===== config.mk =====
export PLATFORM = sky130hd
export DESIGN_NAME = merge21_arbiter
export DESIGN_NICKNAME = d
export VERILOG_FILES = /design/src/rtl/noc_pkg.sv /design/src/rtl/out_reg.sv /design/src/rtl/merge21_arbiter.sv
export SDC_FILE = /design/constraint.sdc
export NUM_CORES = 1
export LEC_CHECK = 0
export BUFFER_PORTS_ARGS = -buffer_cell sky130_fd_sc_hd__buf_4
export CORE_UTILIZATION = 30
export DETAILED_ROUTE_END_ITERATION = 8
export SLEW_MARGIN = 20
export SYNTH_ARGS = -nofsm -noshare
export SYNTH_HDL_FRONTEND = slang
export SYNTH_SLANG_ARGS = --single-unit

===== constraint.sdc =====
create_clock -name CLK -period 2.4 [get_ports CLK]
set_input_delay 0.24 -clock CLK [delete_from_list [all_inputs] [get_ports CLK]]
set_output_delay 0.24 -clock CLK [all_outputs]
set_load 0.01 [all_outputs]

===== src/rtl/noc_pkg.sv =====
// Shared NoC flit types and the 2-to-1 merge FSM state encoding.
package noc_pkg;
    localparam int FLIT_W   = 9;
    localparam int TAIL_BIT = FLIT_W - 1;

    typedef logic [FLIT_W-1:0] flit_t;

    typedef enum logic [1:0] {IDLE, LOCK0, LOCK1} merge_state_e;
endpackage


===== src/rtl/out_reg.sv =====
// Single-entry valid/ready register: loads whenever empty or being drained, so it sustains 1 item/cycle.
module out_reg
    import noc_pkg::*;
#(
    parameter int W = FLIT_W
) (
    input  logic         CLK,
    input  logic         _RESET,
    input  logic [W-1:0] in_data,
    input  logic         in_valid,
    output logic         in_ready,
    output logic [W-1:0] out_data,
    output logic         out_valid,
    input  logic         out_ready
);

    assign in_ready = !out_valid || out_ready;

    always_ff @(posedge CLK or negedge _RESET) begin
        if (!_RESET) begin
            out_valid <= 1'b0;
            out_data  <= '0;
        end else if (in_ready) begin
            out_valid <= in_valid;
            if (in_valid) out_data <= in_data;
        end
    end

endmodule


===== src/rtl/merge21_arbiter.sv =====
// Packet-atomic 2-to-1 flit merge with round-robin head arbitration and a 1-bit source token per packet.
module merge21_arbiter
    import noc_pkg::*;
#(
    parameter int W       = FLIT_W,
    parameter bit RR_INIT = 1'b0
) (
    input  logic         CLK,
    input  logic         _RESET,
    input  logic [W-1:0] in0_data,
    input  logic         in0_valid,
    output logic         in0_ready,
    input  logic [W-1:0] in1_data,
    input  logic         in1_valid,
    output logic         in1_ready,
    output logic [W-1:0] out_data,
    output logic         out_valid,
    input  logic         out_ready,
    output logic         s_data,
    output logic         s_valid,
    input  logic         s_ready
);

    merge_state_e state, state_nx;
    logic         prio, prio_nx;
    logic         flit_can, s_can;
    logic         grant1, sel, acc0, acc1, fire, tail;
    logic [W-1:0] mux_data;

    // Head winner in IDLE: the sole valid input, or the priority holder when both are valid.
    assign grant1   = in1_valid && (!in0_valid || prio);
    assign sel      = (state == LOCK1) || ((state == IDLE) && grant1);
    assign acc0     = in0_valid && in0_ready;
    assign acc1     = in1_valid && in1_ready;
    assign fire     = acc0 || acc1;
    assign mux_data = sel ? in1_data : in0_data;
    assign tail     = mux_data[W-1];

    always_ff @(posedge CLK or negedge _RESET) begin
        if (!_RESET) begin
            state <= IDLE;
            prio  <= RR_INIT;
        end else begin
            state <= state_nx;
            prio  <= prio_nx;
        end
    end

    always_comb begin
        state_nx = state;
        prio_nx  = prio;
        case (state)
            IDLE: begin
                if (fire) begin
                    if (tail) prio_nx = !sel;
                    else      state_nx = sel ? LOCK1 : LOCK0;
                end
            end
            LOCK0: begin
                if (acc0 && tail) begin
                    state_nx = IDLE;
                    prio_nx  = 1'b1;
                end
            end
            LOCK1: begin
                if (acc1 && tail) begin
                    state_nx = IDLE;
                    prio_nx  = 1'b0;
                end
            end
            default: state_nx = IDLE;
        endcase
    end

    // A head needs room in both the flit and token registers; body flits only need the flit register.
    always_comb begin
        in0_ready = 1'b0;
        in1_ready = 1'b0;
        if (_RESET) begin
            case (state)
                IDLE: begin
                    in0_ready = flit_can && s_can && in0_valid && !grant1;
                    in1_ready = flit_can && s_can && grant1;
                end
                LOCK0:   in0_ready = flit_can;
                LOCK1:   in1_ready = flit_can;
                default: ;
            endcase
        end
    end

    out_reg #(.W(W)) u_flit_reg (
        .CLK       (CLK),
        ._RESET    (_RESET),
        .in_data   (mux_data),
        .in_valid  (fire),
        .in_ready  (flit_can),
        .out_data  (out_data),
        .out_valid (out_valid),
        .out_ready (out_ready)
    );

    out_reg #(.W(1)) u_s_reg (
        .CLK       (CLK),
        ._RESET    (_RESET),
        .in_data   (sel),
        .in_valid  (fire && (state == IDLE)),
        .in_ready  (s_can),
        .out_data  (s_data),
        .out_valid (s_valid),
        .out_ready (s_ready)
    );

endmodule


# Yosys cells after proc, flatten, opt, wreduce, memory -nomap -nowiden
# Index checks and enable logic that the tools add are counted.
# classes
muxes	16
n_eq_ne	7
n_reduce_logical	27
# op_table
op	count
1-bit logical AND	11
2-bit two-way mux	5
9-bit two-way mux	1
1-bit two-way mux	6
2-bit inequality test (second input constant)	3
2-bit case mux with 3 select lines	1
1-bit zero test	5
1-bit logical OR	5
5-bit AND reduction	1
2-bit by 1-bit inequality test with 1-bit output (second input constant)	2
1-bit case mux with 2 select lines	2
2-bit AND reduction	2
4-bit AND reduction	1
1-bit case mux with 3 select lines	1
3-bit nonzero test	1
2-bit by 1-bit == test with 1-bit output (second input constant)	1
2-bit == test (second input constant)	1
2-bit zero test	1
# totals
output_inout_bits	14
inputBits	24
reg_bits	15

# Longest topological paths before layout
# Gate-level depths: netlist of the first run.
# depth
depth_word	11
mapped_depth	9
depth_no_buf	7

# Hierarchy
# From an unflattened synthesis of the first run, not the netlist that was laid out.
# unflattened
cells_unflattened	85
hier_area_um2	1001.0
# modules_own_cells
mod	cells_each	n_inst	seq_area_each_um2	area_each_um2
merge21_arbiter	57	1	75.1	483.0
out_reg (u_flit_reg)	22	1	250.2	425.4
out_reg (u_s_reg)	6	1	50.0	92.6

# Worst setup path after synthesis of the first run
# Ideal clock, no wire load.
# synth_path
path_type	register -> register
from	register state[0]
to	register prio
t_arrival_ns	1.790
stages_incl_launch_ff	10
setup_ns	0.133
slack_ns	0.477
cell_sequence	dfrtp_1 -> inv_1 -> ha_1 -> buf_2 -> a21oi_1 -> o32a_1 -> buf_2 -> o21a_1 -> o31ai_1 -> o41ai_1
# synth_between
elab_chain_len	7
# synth_rtl
item	line_no	text
start: declaration	merge21_arbiter.sv:24	merge_state_e state, state_nx;
start signal: assignment	merge21_arbiter.sv:44	state <= state_nx;
2-bit by 1-bit == test with 1-bit output (tied with other cells)	merge21_arbiter.sv:52, merge21_arbiter.sv:80	
1-bit case mux with 2 select lines or 1-bit logical AND (tied branches)	merge21_arbiter.sv:80, merge21_arbiter.sv:32	
1-bit two-way mux or 1-bit logical OR (tied branches)	merge21_arbiter.sv:79, merge21_arbiter.sv:32	
1-bit logical AND (tied with other cells)	merge21_arbiter.sv:33	assign acc0 = in0_valid && in0_ready;
1-bit logical AND (tied with other cells)	merge21_arbiter.sv:60	if (acc0 && tail) begin
2-bit inequality test (no line) (tied with other cells)	--	
5-bit AND reduction (no line) or 1-bit case mux with 3 select lines (tied branches)	--	
end signal: assignment	merge21_arbiter.sv:45	prio <= prio_nx;
end: declaration	merge21_arbiter.sv:25	logic prio, prio_nx;
# Several ways; a longest one is shown, not always the timed one. The select of a mux whose other input is x is not followed.
# A chain may end at the register's enable or synchronous reset.

# Worst setup path after layout of the first run
# layout_path
from	register state[1]
to	register state[1]
# layout_between
elab_chain_len	7
# layout_rtl
item	line_no
2-bit by 1-bit == test with 1-bit output (tied with other cells)	merge21_arbiter.sv:52, merge21_arbiter.sv:80
1-bit case mux with 2 select lines or 1-bit logical AND (tied branches)	merge21_arbiter.sv:80, merge21_arbiter.sv:32
1-bit two-way mux or 1-bit logical OR (tied branches)	merge21_arbiter.sv:79, merge21_arbiter.sv:32
1-bit logical AND (tied with other cells)	merge21_arbiter.sv:33
1-bit logical AND (tied with other cells)	merge21_arbiter.sv:60
2-bit inequality test (no line) (tied with other cells)	--
4-bit AND reduction (no line) or 2-bit case mux with 3 select lines (tied branches)	--
# Several ways; a longest one is shown, not always the timed one. The select of a mux whose other input is x is not followed.

==> impl_metrics.ini, run 1 <==
[status]
outcome = completed

[clocking]
clock_path_buffers = 2
ctsHoldBuffers = 1
cts_root_buf = clkbuf_4
cts_resized = 0
cts_setup_buffers = 0
cts_made_buffers = 3
htreeDepth = 1
cts_tree = yes
clock_latency_ps = 280
cts.sinks = 15
clkTransAtPathRegs_ps = 90

[sta]
fmax_ghz = 0.500
setup_tns_ps = 0
relSlewSlack_pct = 80.4
setup_viol = 0
finalCriticalPeriod_ps = 2000
post-route-period-util_pct = 83.3
skew_ps = 4.44
slew_viol_final = 0
finalHoldViolCount = 0
setup_slack_ps = 402
rsz0062_at_grt = no
worst_slew_pin_slew_ps = 294

[finish]
layout_common_cells = buf_4 (39), dfrtp_1 (15), nand2_1 (12), mux2i_1 (10)
fill_cells = 269
fin_nets = 158
seq_area_um2 = 375
final_common_cell = buf_4
antenna_cells = 0
multiInputGateArea_um2 = 473
area_growth_pct = 39.7
drive_above_1_share_pct = 34.9

[floorplanning]
floorplan.initialDensity_pct = 31.9
rows = 19
die-width_um = 56.1
io_pins = 38
die-area_um2 = 3150
die_y_um = 56.1
core_area_um2 = 2760

[setup_path]
critPathKind = register to register
slowest_delay_ps = 410
critPathMaxFanout = 7
cp_slowest_cell = dfrtp_1
rr_endpoint = state[1]
reg2reg_from = state[1]
cp.required_ps = 2580
endpoint_kind = register
cp-endpoint = state[1]
arrival_ps = 2180
ff2ff_setup_slack_ps = 400
startpoint = state[1]
crit_path_start_kind = register
worstRegToRegCells = 6
crit_chain = inv_1, ha_1, and3b_1, o32a_1, nand2b_1, o32ai_1

[synth]
seq_area_frac_synth_pct = 42.7
synthTopCellsByArea = dfrtp_1 (43%), mux2i_1 (11%), ha_1 (5.7%)
yosysWarnings = 0
ys_ff_latch = 15
synth.net_count = 117
netlist_area_um2 = 880
avgSynthCellArea_um2 = 9.88
yosys.area.top_type = dfrtp_1
synth_cell_types = 28
synthCells = 89
yosys.area.top_type_share_pct = 42.7

[drt]
drt_iter0_markers = 12
wl_mm = 1.94
drc = 0
firstDrtPassIters = 4
wl_per_cell_um = 12.1
vias = 803
antenna_left = 0
viasPerCell = 5.02

[grt]
grt_pass1_vias = 753
gr-total-overflow = 0
grt_pass1_wl_mm = 3.09
grt_start_max_net_pins = 21
antenna_found_initial = 0
grt.total_usage_pct = 12.4

[pwr]
irDropWorstVdd_mv = 0.541
switching_share_pct = 39.7
p_seq_share_pct = 32.1
comb_power_share_pct = 57.5
p_clk_share_pct = 10.3
switching_power_uw = 540
p_leak_nw = 0.628
power_density_nw_per_um2 = 1110
intPower_uw = 819

[placed_design]
pre_cts_slack_ps = 434
io_buffer_count = 37
finalWeightedCongestion = 0.824
dpl.hpwl_mm = 1.52

[job]
maxCapViolations = 0

[hold_path]
holdCritPathClass = primary input to register
## flip-flops by register name, indices dropped and copies added (netlist names)
register              flops
u_s_reg.out_data          1
prio                      1
u_flit_reg.out_data       9
u_s_reg.out_valid         1
u_flit_reg.out_valid      1
state                     2
## logic make-up after synthesis
family          after synthesis  synth area share, %
compound gates               24                 19.3
fa+ha+maj                     4                 5.69
buf+inv                       7                 3.56
flops                        15                 42.7
mux                          10                 11.4
simple gates                 29                 17.4
## critical path: cells and delay by family (launching register included)
kind | cells | cell delay (ps)
AOI/OAI and AO/OA | 2 | 650
and+or+nand+nor | 2 | 440
DFF | 1 | 410
adders and majority gates | 1 | 300
buffers and inverters | 1 | 110
## layer usage
layer | wire length [um] | global-route usage (%)
met5 | 0 | 0
met3 | 125 | 2.56
met2 | 929 | 20.9
met1 | 866 | 14.9
met4 | 17 | 6.27
## synthesized netlist by cell type
| master | instances |
|---|---|
| nand2_1 | 12 |
| a32o_1 | 1 |
| a31oi_2 | 1 |
| inv_1 | 3 |
| a41oi_1 | 2 |
| o21a_1 | 1 |
| nand3_1 | 2 |
| buf_2 | 4 |
| ha_1 | 4 |
| o32ai_1 | 2 |
| o41ai_1 | 1 |
| nand2b_4 | 1 |
| o2111ai_1 | 1 |
| nand3b_1 | 1 |
| o31ai_1 | 2 |
| a21oi_1 | 2 |
| mux2i_1 | 10 |
| nor2b_1 | 1 |
| nor2_1 | 3 |
| and3b_1 | 1 |
| dfrtp_1 | 15 |
| o32a_1 | 1 |
| and3_1 | 1 |
| nand2b_1 | 5 |
| a21boi_1 | 1 |
| o21ai_0 | 5 |
| o21ai_1 | 4 |
| nand4_1 | 2 |
## power by group through the flow
stage / clock (mW) / sequential, mW / combinational, mW
6_report: 0.140 / 0.437 / 0.781
5_1_grt: 0.165 / 0.449 / 0.865
4_1_cts: 0.150 / 0.438 / 0.792
3_5_place_dp: 0 / 0.442 / 0.790
3_3_place_gp: 0 / 0.440 / 0.782
2_1_floorplan: 0 / 0.479 / 0.453
## cell type report
cell class / instances / share of cell area (%)
Clock buffer: 3 / 1.83
Clock inverter: 1 / 0.407
Inverter: 3 / 0.916
Multi-Input combinational cell: 67 / 38.5
Sequential cell: 15 / 30.5
Tap cell: 31 / 3.16
Timing Repair Buffer: 40 / 24.6
## how the worst min path moves through the flow
stage / from / slack [ps] / depth (start not counted) / endpoint
global route: in0_data[0] / 230 / 3 / u_flit_reg.out_data[0]
CTS: in1_data[5] / 210 / 3 / u_flit_reg.out_data[5]
global placement: _RESET / 130 / 1 / prio
floorplan: _RESET / -60 / 0 / prio
detailed placement: _RESET / 130 / 1 / prio
finish: in1_data[5] / 220 / 3 / u_flit_reg.out_data[5]
## through the flow
stage | utilization [%] | total power [mW] | instance area (um^2) | instances | hold WS, ps
5_1_grt | 44.6 | 1.48 | 1230 | 160 | 226
3_5_place_dp | 43.2 | 1.23 | 1190 | 155 | 127
2_1_floorplan | - | 0.932 | 880 | 89 | -55.6
3_3_place_gp | 43.2 | 1.22 | 1190 | 155 | 128
6_report | 44.6 | 1.36 | 1230 | 160 | 219
4_1_cts | 44.6 | 1.38 | 1230 | 160 | 211
(Power assumes the default switching activity.)
==> inputs of run 2 (changes only) <==
==> constraint.sdc (replaced) <==
create_clock -name CLK -period 1.61 [get_ports CLK]
set_input_delay 0.161 -clock CLK [delete_from_list [all_inputs] [get_ports CLK]]
set_output_delay 0.161 -clock CLK [all_outputs]
set_load 0.01 [all_outputs]
==> impl_metrics.ini, run 2 (synthesized netlist as in run 1, its figures left out) <==
[finish]
multiInputGateArea_um2 = 596
seq_area_um2 = 375
stdcell_area_um2 = 1520
largest_register = u_flit_reg.out_data
fin_nets = 179
final_util_pct = 55.3
layout_common_cells = buf_4 (56), dfrtp_1 (15), nand2_1 (12), mux2i_1 (9)
antenna_cells = 0
fill_cells = 256
final_common_cell = buf_4
reg_top3 = u_flit_reg.out_data x9, state x2
largest_reg_flops = 9
area_growth_pct = 73.3
drive_above_1_share_pct = 55.3

[drt]
firstDrtPassIters = 2
viasPerCell = 5.08
antenna_left = 0
drc = 0
wl_per_cell_um = 14.3
wl_mm = 2.60
drt_iter0_markers = 38
vias = 919

[setup_path]
arrival_ps = 1990
ff2ff_setup_slack_ps = -230
crit_path_start_kind = register
endpoint_kind = register
cp_slowest_cell = dfrtp_1
critPathMaxFanout = 3
worstRegToRegCells = 9
reg2reg_from = state[1]
rr_endpoint = state[1]
crit_chain = inv_2, ha_4, buf_6, a21oi_2, o32a_1, buf_4, nand2b_4, a21oi_4, o32ai_2
cp.required_ps = 1760
slowest_delay_ps = 400
critPathKind = register to register

[grt]
grt.total_usage_pct = 16.9
grt_pass1_wl_mm = 4.20
grt_pass1_vias = 942
grt_start_max_net_pins = 19
antenna_found_initial = 0
gr-total-overflow = 0

[placed_design]
io_buffer_count = 37
dpl.hpwl_mm = 1.89
pre_cts_slack_ps = -311
placed_area_um2 = 1320
finalWeightedCongestion = 0.860

[sta]
skew_ps = 3.58
slew_viol_final = 0
setup_viol = 17
fmax_ghz = 0.545
rsz0062_at_grt = yes
finalCriticalPeriod_ps = 1840
finalHoldViolCount = 0
timing.hold.ws_ps = 101
setup_tns_ps = -2310
relSlewSlack_pct = 81.1
setup_slack_ps = -226
post-route-period-util_pct = 114
worst_slew_pin_slew_ps = 279

[pwr]
switching_power_mw = 1.03
p_clk_share_pct = 8.0
irDropWorstVdd_mv = 0.887
p_seq_share_pct = 25.2
p_leak_nw = 0.773
intPower_mw = 1.57
comb_power_share_pct = 66.8
switching_share_pct = 39.5
power_density_nw_per_um2 = 1710

[clocking]
htreeDepth = 1
cts.sinks = 15
clkTransAtPathRegs_ps = 80
cts_root_buf = clkbuf_4
clock_path_buffers = 2
cts_made_buffers = 3
cts_tree = yes
clock_latency_ps = 270

[floorplanning]
floorplan.initialDensity_pct = 31.9
rows = 19
io_pins = 38
die-width_um = 56.1
core_area_um2 = 2760
die-area_um2 = 3150
die_y_um = 56.1

[hold_path]
holdCritPathClass = primary input to async pin

[status]
failed_checks = negative setup slack
outcome = complete, but fails checks

[job]
maxCapViolations = 0
==> run 2: cell type report <==
class | instances | area share [%]
multi-input combinational | 67 | 39.1
timing repair buffer | 61 | 31.3
sequential | 15 | 24.6
tap | 31 | 2.55
clock buffer | 4 | 1.72
inverter | 3 | 0.739
==> run 2: per-stage QoR <==
| stage | power (mW) | std cells |
|---|---|---|
| after floorplan | 1.48 | 89 |
| after global routing | 2.78 | 181 |
| final | 2.60 | 181 |
| after global placement | 2.02 | 168 |
| after CTS | 2.49 | 180 |
| after detailed placement | 2.07 | 168 |
==> run 2: how the worst max path moves through the flow <==
stage / cells past startpoint / endpoint / start / slack (ps)
floorplan: 8 / prio / state[1] / -260
global placement: 7 / prio / state[0] / -210
detailed placement: 7 / prio / state[0] / -310
CTS: 8 / state[0] / state[1] / -180
global route: 8 / prio / state[1] / -330
finish: 9 / state[1] / state[1] / -230
==> run 2: power by group through the flow <==
stage                     sequential, mW  combinational [mW]  clock [mW]
final                              0.655                1.74       0.208
after global routing               0.679                1.87       0.235
after CTS                          0.654                1.62       0.219
after detailed placement           0.659                1.41           0
after global placement             0.655                1.37           0
after floorplan                    0.721               0.757           0
==> run 2: what timing repair did <==
item / 4_1_cts / 5_1_grt
setup endpoints to repair: 17 / 17
hold buffers: 1 / 1
gates resized for setup: 13 / 9
buffers inserted: 7 / 0
cloned: 0 / 0
pin swaps: 5 / 0
hold endpoints to repair: 15 / 4
==> run 2: critical path, delay by kind of cell (launching register included) <==
family / cells / cell delay [ps]
buffers and inverters: 3 / 360
and+or+nand+nor: 1 / 160
AOI/OAI and AO/OA: 4 / 660
DFF: 1 / 400
adders and majority gates: 1 / 150
==> run 2: metal layers <==
| metal | part of all wire [%] | GRT usage (%) | routed length (um) | up-vias |
|---|---|---|---|---|
| met5 | 0 | 0 | 0 | - |
| met4 | 3.1 | 8.36 | 80 | 0 |
| met3 | 6.0 | 2.56 | 155 | 11 |
| met2 | 50 | 28.7 | 1300 | 41 |
| met1 | 41 | 20.6 | 1060 | 415 |
| li1 | - | - | - | 452 |
==> inputs of run 3 (changes only) <==
==> constraint.sdc (replaced) <==
create_clock -name CLK -period 1.61 [get_ports CLK]
set_input_delay 0.161 -clock CLK [delete_from_list [all_inputs] [get_ports CLK]]
set_output_delay 0.161 -clock CLK [all_outputs]
set_load 0.05 [all_outputs]
==> impl_metrics.ini, run 3 (synthesized netlist as in run 1, its figures left out) <==
[sta]
timing.hold.ws_ps = 156
setup_slack_ps = -245
finalHoldViolCount = 0
skew_ps = 0.233
post-route-period-util_pct = 115
setup_viol = 17
worst_slew_pin_slew_ps = 239
relSlewSlack_pct = 83.8
rsz0062_at_grt = yes
fmax_ghz = 0.539
slew_viol_final = 0
finalCriticalPeriod_ps = 1860

[grt]
grt_start_max_net_pins = 15
grt.total_usage_pct = 16.7
grt_pass1_wl_mm = 4.17
gr-total-overflow = 0
antenna_found_initial = 0
grt_pass1_vias = 977

[clocking]
cts_root_buf = clkbuf_4
clkTransAtPathRegs_ps = 80
cts_tree = yes
cts.sinks = 15
clock_latency_ps = 270
htreeDepth = 1
clock_path_buffers = 2
cts_made_buffers = 3

[floorplanning]
die-area_um2 = 3150
die_y_um = 56.1
rows = 19
io_pins = 38
die-width_um = 56.1
core_area_um2 = 2760
floorplan.initialDensity_pct = 31.9

[drt]
drt_iter0_markers = 15
drc = 0
wl_per_cell_um = 13.5
viasPerCell = 4.92
wl_mm = 2.55
antenna_left = 0
firstDrtPassIters = 4
vias = 929

[setup_path]
crit_chain = inv_2, ha_4, and3b_1, o32a_1, o21a_1, o31ai_2, o41ai_1
crit_path_start_kind = register
critPathKind = register to register
endpoint_kind = register
slowest_delay_ps = 410
critPathMaxFanout = 5
cp.required_ps = 1770
arrival_ps = 2010
cp_slowest_cell = o32a_1

[pwr]
power_mw = 3.13
irDropWorstVdd_mv = 1.10
p_leak_nw = 0.777
power_density_nw_per_um2 = 2010

[finish]
fill_cells = 260
stdcell_area_um2 = 1560
area_growth_pct = 77.1
layout_common_cells = buf_4 (60), nand2_1 (12), dfrtp_1 (12), mux2i_1 (10), buf_6 (7)
seq_area_um2 = 379
final_common_cell = buf_4
drive_above_1_share_pct = 56.3
antenna_cells = 0
fin_cells = 189
largest_reg_flops = 9
fin_nets = 187
final_util_pct = 56.5
reg_top3 = u_flit_reg.out_data x9, state x2
multiInputGateArea_um2 = 543
largest_register = u_flit_reg.out_data

[hold_path]
holdCritPathClass = primary input to register

[placed_design]
io_buffer_count = 37
dpl.hpwl_mm = 1.92
finalWeightedCongestion = 0.789
placed_area_um2 = 1390
dp_cells = 175

[status]
failed_checks = negative setup slack
outcome = complete, but fails checks

[job]
maxCapViolations = 0
run 3: worst paths after layout:
kind                                         from                endpoint  slack [ps]  depth (start not counted)
setup reg to reg                         state[1]                    prio        -250                          7
min in group asynchronous                  _RESET       u_s_reg.out_valid         430                          3
max in group asynchronous                  _RESET                state[0]        1040                          3
hold / removal                        in1_data[0]  u_flit_reg.out_data[0]         160                          3
hold reg to reg            u_flit_reg.out_data[7]  u_flit_reg.out_data[7]         490                          2
setup / recovery                         state[1]                    prio        -250                          7
run 3: per-layer routing:
layer | vias up | GRT usage, % | routed length, um
li1 | 461 | - | -
met5 | - | 0 | 0
met1 | 421 | 20.7 | 1060
met3 | 6 | 2.33 | 157
met2 | 41 | 29.3 | 1310
met4 | 0 | 6.62 | 26
run 3: critical path, delay by kind of cell, from the launching register on:
kind | cells | cell delay [ps]
AO/OA/AOI/OAI | 4 | 940
adder cells (fa/ha/maj) | 1 | 140
buffers and inverters | 1 | 90
flip-flops | 1 | 390
AND/OR/NAND/NOR | 1 | 190
run 3: final cells by class:
| cell class | count | area share, % |
|---|---|---|
| repair buffers | 69 | 35.9 |
| inverters | 3 | 0.723 |
| flip-flops and latches | 15 | 24.3 |
| multi-input cells | 67 | 34.9 |
| well taps | 31 | 2.49 |
| clock buffers | 4 | 1.69 |
run 3: repair_timing:
action / in CTS / in global routing
endpoints found under the hold margin: 15 / 0
hold buffers: 1 / 0
buffers inserted: 7 / 2
gates resized for setup: 12 / 3
endpoints found under the setup margin: 17 / 17
pin swaps: 5 / 3
cloned: 0 / 0
run 3: power breakdown:
group,total [mW],internal (mW),switching (mW)
logic,2.26,1.01,1.25
clock network,0.209,0.0959,0.113
registers,0.657,0.556,0.100
run 3: per-stage QoR:
step | setup WS (ps) | TNS (ps)
global placement | -242 | -2090
global route | -335 | -4530
floorplan | -255 | -1340
CTS | -231 | -2060
finish | -245 | -2550
detailed placement | -302 | -3080
